==> config.mk <==
export PLATFORM = sky130hd
export DESIGN_NAME = fetch_decode_queue
export DESIGN_NICKNAME = d
export VERILOG_FILES = /design/src/rtl/fetch_decode_queue.sv
export SDC_FILE = /design/constraint.sdc
export NUM_CORES = 1
export LEC_CHECK = 0
export ABC_CLOCK_PERIOD_IN_PS = 3100
export CORE_ASPECT_RATIO = 0.9
export CORE_UTILIZATION = 40
export DETAILED_ROUTE_END_ITERATION = 10
export PLACE_DENSITY = 0.7
export SETUP_SLACK_MARGIN = 0.4
export SLEW_MARGIN = 20
export SYNTH_ARGS = -nofsm -noshare
export SYNTH_HDL_FRONTEND = slang
export SYNTH_SLANG_ARGS = --single-unit
==> constraint.sdc <==
create_clock -name clk -period 3.1 [get_ports clk]
set_input_delay 0.465 -clock clk [delete_from_list [all_inputs] [get_ports clk]]
set_output_delay 0.465 -clock clk [all_outputs]
set_load 0.01 [all_outputs]
==> src/rtl/fetch_decode_queue.sv <==
// fetch_decode_queue: IF/ID instruction queue.
// Captures {instr, pc, pc+2, err} from fetch and presents the oldest entry to
// decode, absorbing decode back-pressure. A redirect (flush) empties the queue.
// When empty, a NOP bubble is presented. An entry flagged with a memory error is
// presented as HALT (16'h0000) with out_err set.
// Optional feature: define FDQ_STATS_EN to add the bubble_cycles and
// flushed_entries saturating statistics counters.
module fetch_decode_queue #(
  parameter int unsigned DEPTH     = 4,        // power of 2, >= 2
  parameter logic [15:0] NOP_INSTR = 16'h0800
) (
  input  logic                         clk,
  input  logic                         rst,
  input  logic                         in_valid,
  input  logic [15:0]                  in_instr,
  input  logic [15:0]                  in_pc,
  input  logic [15:0]                  in_pc_plus_two,
  input  logic                         in_err,
  output logic                         in_ready,
  input  logic                         flush,
  input  logic                         out_ready,
  output logic                         out_valid,
  output logic [15:0]                  out_instr,
  output logic [15:0]                  out_pc,
  output logic [15:0]                  out_pc_plus_two,
  output logic                         out_err,
  output logic [$clog2(DEPTH+1)-1:0]   count
`ifdef FDQ_STATS_EN
  ,
  output logic [15:0]                  bubble_cycles,
  output logic [15:0]                  flushed_entries
`endif
);

  localparam int unsigned      PTR_W    = $clog2(DEPTH);
  localparam int unsigned      CNT_W    = $clog2(DEPTH + 1);
  localparam logic [CNT_W-1:0] FULL_CNT = CNT_W'(DEPTH);
  localparam logic [15:0]      HALT     = 16'h0000;

  typedef struct packed {
    logic [15:0] instr;
    logic [15:0] pc;
    logic [15:0] pc_plus_two;
    logic        err;
  } entry_t;

  entry_t           mem_q [DEPTH];
  entry_t           head;
  logic [PTR_W-1:0] rd_q, rd_d;
  logic [PTR_W-1:0] wr_q, wr_d;
  logic [CNT_W-1:0] count_q, count_d;
  logic             push;
  logic             pop;

  // Handshake status comes only from registered count, so in_ready never
  // depends combinationally on out_ready.
  assign in_ready  = (count_q != FULL_CNT);
  assign out_valid = (count_q != '0);
  assign push      = in_valid & in_ready & ~flush;
  assign pop       = out_valid & out_ready & ~flush;
  assign count     = count_q;

  // Next-state for pointers and occupancy; flush wins over push and pop.
  always_comb begin
    // NOTE: every signal assigned here gets a default first, so no path leaves
    // it unassigned and no latch is inferred.
    rd_d    = rd_q;
    wr_d    = wr_q;
    count_d = count_q;
    if (flush) begin
      rd_d    = '0;
      wr_d    = '0;
      count_d = '0;
    end else begin
      if (push) wr_d = wr_q + PTR_W'(1);
      if (pop)  rd_d = rd_q + PTR_W'(1);
      case ({push, pop})
        2'b10:   count_d = count_q + CNT_W'(1);
        2'b01:   count_d = count_q - CNT_W'(1);
        default: count_d = count_q;
      endcase
    end
  end

  // Pointer and occupancy registers.
  always_ff @(posedge clk or posedge rst) begin
    // NOTE: sequential state uses non-blocking assignments so every register
    // samples its pre-edge inputs regardless of statement order.
    if (rst) begin
      rd_q    <= '0;
      wr_q    <= '0;
      count_q <= '0;
    end else begin
      rd_q    <= rd_d;
      wr_q    <= wr_d;
      count_q <= count_d;
    end
  end

  // Entry storage written at the tail on each accepted fetch.
  always_ff @(posedge clk) begin
    // NOTE: the storage array is deliberately not reset; count gates out_valid,
    // so stale contents are never presented.
    if (push) begin
      mem_q[wr_q] <= '{instr: in_instr, pc: in_pc,
                       pc_plus_two: in_pc_plus_two, err: in_err};
    end
  end

  // Head presentation: NOP bubble when empty, HALT for an errored fetch.
  always_comb begin
    head            = mem_q[rd_q];
    out_instr       = NOP_INSTR;
    out_pc          = '0;
    out_pc_plus_two = '0;
    out_err         = 1'b0;
    if (out_valid) begin
      out_instr       = head.err ? HALT : head.instr;
      out_pc          = head.pc;
      out_pc_plus_two = head.pc_plus_two;
      out_err         = head.err;
    end
  end

`ifdef FDQ_STATS_EN
  logic [15:0] bubble_q, bubble_d;
  logic [15:0] flushed_q, flushed_d;
  logic [16:0] flushed_sum;

  // Saturating statistics: decode-starved cycles and entries lost to redirects.
  always_comb begin
    bubble_d    = bubble_q;
    flushed_d   = flushed_q;
    flushed_sum = {1'b0, flushed_q} + 17'(count_q);
    if (out_ready && !out_valid && !flush && (bubble_q != 16'hFFFF)) begin
      bubble_d = bubble_q + 16'd1;
    end
    if (flush) begin
      flushed_d = flushed_sum[16] ? 16'hFFFF : flushed_sum[15:0];
    end
  end

  // Statistics counter registers.
  always_ff @(posedge clk or posedge rst) begin
    if (rst) begin
      bubble_q  <= '0;
      flushed_q <= '0;
    end else begin
      bubble_q  <= bubble_d;
      flushed_q <= flushed_d;
    end
  end

  assign bubble_cycles   = bubble_q;
  assign flushed_entries = flushed_q;
`endif

endmodule

==> summary.txt, run 1 <==
Setup path
  • CP max stage delay: 0.52 ns
  • FF-to-FF Start: count[1]
  • Reg-to-reg endpoint: count[2]
  • Kind of critical path: flip-flop to output port
  • Worst R2R Path Depth: 5
  • WP buf/inv: 2
  • Startpoint Class: flip-flop
  • Delay-heaviest family, CP: buffers and inverters
  • Worst EP arrival: between 2 and 2.5 ns
  • CP Capture Type: output port
  • Reg2reg setup slack: slightly below 0.8 ns
  • Worst Path Required: roughly 2.6 ns
  • CP cell instances: buf_16, mux4_2, and2_1, clkdlybuf4s50_1
  • Critical-path top delay cell: mux4_2
  • Crit-path max FO: 13

Route
  • Final wirelength: 16190 um
  • DR WL/cell: just over 20 um
  • DRT Pass-1 Iters: 4
  • Initial DRC count: around 180
  • Via count: slightly above 4000
  • Routed Antenna Nets: 0
  • Vias per cell: 5.149
  • DRC: 0

Logic synthesis
  • Top_reg_cell synth: edfxtp_1
  • Post-synth EDFFs: 196
  • XOR/XNOR Fraction of Synth Area: less than 1%
  • Post-synthesis cell count: about 380
  • Yosys top cell area share: between 70% and 80%
  • FFs w/ async S/R, synth: roughly 3.4%
  • Synth area leaders: edfxtp_1, mux4_2, and2_1
  • Yosys top cell by area: edfxtp_1
  • Synthesized area: approximately 7900 um2
  • FF+latch count, synth: between 200 and 250
  • Post-synthesis adder-cell area fraction: less than 1%
  • Synth Warn #: 0
  • Syn_nets: 438
  • Mapped Avg Cell Area: 20.96 um2
  • Seq/Total Area, Yosys: 76.28%
  • Compound-Gate Fraction of Synth Area: 1.307%
  • Mux cell area share after synthesis: 14.03%
  • Largest family of logic cells by synthesized area: multiplexers
  • Post-synthesis simple-gate area fraction: between 5 and 6%
  • Cell variety after synth: 36

Final layout
  • Layout cells sized above 1: about 30%
  • Most frequent cells in the layout: edfxtp_1, clkdlybuf4s50_1, mux4_2
  • Fin nets: roughly 580
  • FF/Latch Area: roughly 6000 um2
  • Final core utilization: 53.29%
  • Commonest non-fill, non-tap cell in the layout: edfxtp_1
  • N_diodes: 0
  • Multi-input gate area: 1824 um2
  • Layout area overhead: 29.70%
  • Fill count: ~1500

Clock tree
  • Clock Sinks: 203
  • H-Tree Depth: 1
  • Root Driver: clkbuf_16
  • TritonCTS clock tree: done
  • Total clock buffers created by CTS: 21
  • CTS Hold Bufs: 0
  • Clock slew at reported path FFs: around 0.06 ns
  • CTS max path bufs: 3
  • Worst-Skew Late Latency: between 0.4 and 0.5 ns

Outcome
  • Status: finished, final reports clean

Timing
  • Max Clock Freq: 0.3538 GHz
  • Actual slew at the worst max-slew pin: between 0.4 and 0.5 ns
  • Rel. slew slack: around 70%
  • # setup viols final: 0
  • Final worst path period need: 2.826 ns
  • Setup TNS: 0 ns
  • Tcrit/Tclk final: between 90 and 100%
  • Slew Viols, Final: 0
  • RSZ-0062 raised after global routing: yes
  • Final hold vios: 0
  • Clock Skew: a little under 0.007 ns

GRT
  • Largest net degree at the start of global routing: 50
  • Total GRT Usage: about 16%
  • Vias in the first global route: ~4400
  • Initial antenna violation count: 0
  • First-pass GRT wire length: approximately 25000 um
  • Global route total overflow: 0

Power and ir drop
  • Leakage: approximately 0.0034 uW
  • Peak supply drop: between 0.4 and 0.5 mV
  • Cell Pwr Density: between 600 and 700 nW/um2

Floorplanning
  • Core box area: roughly 19000 um2
  • Die X: 150.6 um
  • Top Ports: 108
  • Die area: 20430 um2
  • Initial Util: around two fifths
  • Rows: 48
  • Die Y: 135.7 um

Worst hold path
  • Worst Hold Class: primary input to async pin

Place
  • Detail Placement HPWL: 8702 um
  • I/O Buffers: 107
  • GPL Wtd Cong: approximately 0.77

Run
  • Max-cap violations: 0
[worst reg2reg max path: stages, from the launching register on]
cell,delay (ns)
dfrtp_1,0.53
o31ai_1,0.44
nor3_1,0.11
fa_1,0.41
or4_1,0.54
a31oi_1,0.19
[power breakdown]
| group | total [uW] | internal, uW | switching (uW) | leakage [uW] |
|---|---|---|---|---|
| clock | 2280 | 1290 | 983 | 0.000316 |
| sequential | 3130 | 3090 | 34.4 | 0.00187 |
| combinational | 902 | 519 | 383 | 0.00125 |
[how the worst max path moves through the flow]
| stage | from | end | slack, ns | cells after the start |
|---|---|---|---|---|
| 3_3_place_gp | rd_q[0] | out_instr[11] | 0.49 | 4 |
| 3_5_place_dp | in_valid | count[2] | 0.45 | 6 |
| 5_1_grt | rd_q[0] | out_pc[13] | 0.19 | 4 |
| 2_1_floorplan | in_valid | mem_q[1][0] | 0.40 | 4 |
| 6_report | rd_q[0] | out_pc[9] | 0.27 | 4 |
| 4_1_cts | rd_q[0] | out_instr[1] | 0.22 | 5 |
[area by class of cell]
cell class / instances / area share (%)
multi-input combinational: 146 / 17.70
clock buffer: 26 / 5.476
inverter: 9 / 0.3278
timing repair buffer: 139 / 13.96
sequential: 203 / 58.88
clock inverter: 12 / 0.6192
tap: 250 / 3.035
[metrics by stage]
stage / cells / setup WS, ns / power [uW] / instance area (um2) / hold slack (ns)
floorplan: 379 / 0.4001 / 3578 / 7949 / 0.2684
detailed placement: 725 / 0.4513 / 3954 / 9353 / 0.6102
finish: 785 / 0.2735 / 6305 / 10300 / 0.2193
global route: 785 / 0.1928 / 6540 / 10300 / 0.2446
CTS: 782 / 0.2226 / 6387 / 10300 / 0.2126
global placement: 725 / 0.4899 / 3936 / 9353 / 0.5750
[cell usage after synthesis, types with 3 or more instances]
master	count
clkbuf_1	9
nand3_1	4
buf_1	4
inv_1	9
ha_1	4
nor2b_1	14
dfrtp_1	7
mux4_2	49
edfxtp_1	196
nor3_1	3
buf_2	7
nor2_1	6
a21oi_1	3
and2_1	36
[flip-flops by register name (all words and copies together), names as in the netlist]
register,cells
mem_q,196
rd_q,2
count,3
wr_q,2
[timing repair]
action | in CTS | in global routing
gates cloned | 4 | 0
pin swaps | 3 | 2
setup endpoints to repair | 49 | 49
gates resized for setup | 99 | 20
setup buffers | 15 | 3
[layer usage]
metal / part of all wire, % / wire [um] / up-vias / global-route usage (%)
met4: 2.1 / 343 / 0 / 3.984
met5: 0 / 0 / - / 0
met3: 4.3 / 693 / 26 / 2.963
met2: 51 / 8325 / 111 / 29.26
met1: 42 / 6825 / 2107 / 20.72
li1: - / - / 1798 / -
[cells by family (layout without fill, tap and decap cells)]
family                   after synthesis  after routing
AO/OA/AOI/OAI                         15             15
AND/OR/NAND/NOR                       72             73
multiplexers                          50             50
adder cells (fa/ha/maj)                5              5
buffers and inverters                 31            186
flip-flops                           203            203
XOR/XNOR                               3              3
Note: power is estimated with default switching activity, not from simulation.
==> inputs of run 2 (changes only) <==
CORE_MARGIN = 8   (was not set)
==> run 2 against run 1 <==
Against the previous run:
- maximum frequency up 2.7%
- core utilization down 0.69 points
- hold slack worse by 0.0053 ns
- die area up 21%
- routed wire length up 7.6%
- combinational power up 2.8%
- sequential share of layout area down 0.42 points
- worst setup slack better by 0.073 ns
- clock-buffer cell count down 1
- critical path type unchanged
==> summary.txt, run 2 (synthesis gave the netlist of run 1 again) <==
Floorplanning
  • Die area: 24640 um2 (+21%)
  • Initial Util: 40.25% (-0.84 points)
  • Top Ports: 108 (unchanged)
  • Rows: 49 (+2.1%)
  • Die Y: 149.7 um (+10%)
  • Core box area: 19740 um2 (+2.1%)
  • Die X: 164.6 um (+9.3%)

Final layout
  • Non-Filler Instances: 808 (+2.9%)
  • N_diodes: 0 (unchanged)
  • Post-route cell area: 10380 um2 (+0.76%)
  • Layout cells sized above 1: 33.82% (+4.3 points)
  • Commonest non-fill, non-tap cell in the layout: edfxtp_1
  • Fill count: 1565 (+2.4%)
  • Layout area overhead: 30.69%
  • Largest register FFs: 196 (unchanged)
  • Fin nets: 596 (+2.9%)
  • Reg with most FFs: mem_q
  • Most frequent cells in the layout: edfxtp_1, clkdlybuf4s50_1, mux4_2

GRT
  • Global route total overflow: 0 (unchanged)
  • Largest net degree at the start of global routing: 50 (unchanged)
  • Initial antenna violation count: 0 (unchanged)
  • Vias in the first global route: 4440 (+1.4%)
  • Total GRT Usage: 14.27% (-2.2 points)
  • First-pass GRT wire length: 26110 um (+6.1%)

Clock tree
  • Clock slew at reported path FFs: 0.06 ns (about the same)
  • CTS max path bufs: 3 (unchanged)
  • CTS Hold Bufs: 0 (unchanged)
  • TritonCTS clock tree: done
  • Worst-Skew Late Latency: 0.49 ns (about the same)
  • Root Driver: clkbuf_16
  • Clock Sinks: 203 (unchanged)
  • Total clock buffers created by CTS: 22 (+4.8%)
  • H-Tree Depth: 1 (unchanged)

Place
  • I/O Buffers: 107 (unchanged)
  • Pre-CTS setup slack: 0.4558 ns (+0.004447 ns)
  • Cell Area, Placed: 9354 um2 (about the same)
  • Placed insts: 731 (+0.83%)
  • Detail Placement HPWL: 9728 um (+12%)
  • GPL Wtd Cong: 0.7093 (-7.5%)

Route
  • Vias per cell: 5.052 (-1.9%)
  • DRT Pass-1 Iters: 4 (unchanged)
  • Via count: 4082 (+0.99%)
  • DR WL/cell: 21.56 um (+4.5%)
  • Final wirelength: 17420 um (+7.6%)
  • Routed Antenna Nets: 0 (unchanged)
  • DRC: 0 (unchanged)
  • Initial DRC count: 229 (+30%)

Outcome
  • Status: finished, final reports clean

Setup path
  • Worst R2R Path Depth: 5 (unchanged)
  • Reg-to-reg endpoint: count[2]
  • Critical-path top delay cell: mux4_2
  • Worst Path Required: 2.63 ns (about the same)
  • WP buf/inv: 3 (+1)
  • Crit path capture: out_instr[7]
  • Kind of critical path: flip-flop to output port
  • Worst EP arrival: 2.29 ns (-0.07 ns)
  • Startpoint Class: flip-flop
  • Reg2reg setup slack: 0.86 ns (+0.07 ns)
  • CP Capture Type: output port
  • CP max stage delay: 0.56 ns (+0.04 ns)
  • FF-to-FF Start: count[1]
  • Crit-path max FO: 5 (-8)
  • Crit path from: rd_q[0]
  • Worst path depth: 6 (+2)
  • CP cell instances: mux4_2, or2_4, buf_4, buf_6, nor2b_2, buf_2
  • Delay-heaviest family, CP: multiplexers

Timing
  • RSZ-0062 raised after global routing: yes
  • Clock Skew: 0.009976 ns (+0.003027 ns)
  • Actual slew at the worst max-slew pin: 0.4909 ns (+0.04799 ns)
  • # setup viols final: 0 (unchanged)
  • Rel. slew slack: 67.27% (-3.2 points)
  • Final worst path period need: 2.753 ns (-0.07340 ns)
  • Setup TNS: 0 ns (unchanged)
  • Setup WS post-layout: 0.3469 ns (+0.07340 ns)
  • Slew Viols, Final: 0 (unchanged)
  • Max Clock Freq: 0.3632 GHz (+2.7%)
  • Final hold vios: 0 (unchanged)
  • Tcrit/Tclk final: 88.81% (-2.4 points)

Power and ir drop
  • Leakage: 0.003576 uW (+4.2%)
  • Cell Pwr Density: 617.4 nW/um2 (+0.90%)
  • Peak supply drop: 0.2470 mV (-43%)

Run
  • Max-cap violations: 0 (unchanged)

Worst hold path
  • Worst Hold Class: primary input to async pin
==> run 2: how the worst min path moves through the flow <==
stage / startpoint / endpoint / slack, ns
after CTS: rst / count[2] / 0.21
after global placement: wr_q[0] / wr_q[0] / 0.57
final: rst / count[2] / 0.21
after global routing: rst / wr_q[1] / 0.24
after detailed placement: wr_q[0] / wr_q[0] / 0.59
after floorplan: rst / count[0] / 0.27
==> run 2: area by class of cell <==
cell class / count / area, um2 / share of cell area (%)
repair buffers: 155 / 1493 / 14.38
well taps: 255 / 319.1 / 3.073
clock buffers: 25 / 583.1 / 5.615
clock inverters: 15 / 82.58 / 0.7953
multi-input cells: 146 / 1803 / 17.36
inverters: 9 / 33.78 / 0.3253
flip-flops and latches: 203 / 6070 / 58.45
==> run 2: repair_timing <==
action	CTS	global route
resized for setup	114	65
endpoints found under the setup margin	49	42
gates cloned	6	0
setup buffers	20	11
pin swaps	2	1
endpoints found under the hold margin	0	0
==> run 2: report_power, final <==
part | internal, uW | switching, uW | leakage (uW) | total, uW
Sequential | 3090 | 29.9 | 0.00187 | 3120
Combinational | 516 | 411 | 0.00138 | 927
Clock | 1360 | 1000 | 0.000332 | 2360
Total | 4970 | 1440 | 0.00358 | 6410
==> run 2: layer usage <==
| layer | track usage, % | vias to the layer above | part of all wire, % |
|---|---|---|---|
| met1 | 17.62 | 2094 | 41 |
| li1 | - | 1835 | - |
| met2 | 24.73 | 123 | 50 |
| met3 | 3.658 | 30 | 7.0 |
| met5 | 0 | - | 0 |
| met4 | 3.375 | 0 | 1.8 |
==> run 2: per-stage QoR <==
| step | power (uW) | utilization, % | hold slack (ns) |
|---|---|---|---|
| floorplan | 3578 | - | 0.2684 |
| global placement | 3941 | 47.38 | 0.5718 |
| detailed placement | 3962 | 47.38 | 0.5892 |
| CTS | 6433 | 52.12 | 0.2095 |
| global route | 6640 | 52.60 | 0.2388 |
| finish | 6411 | 52.60 | 0.2140 |
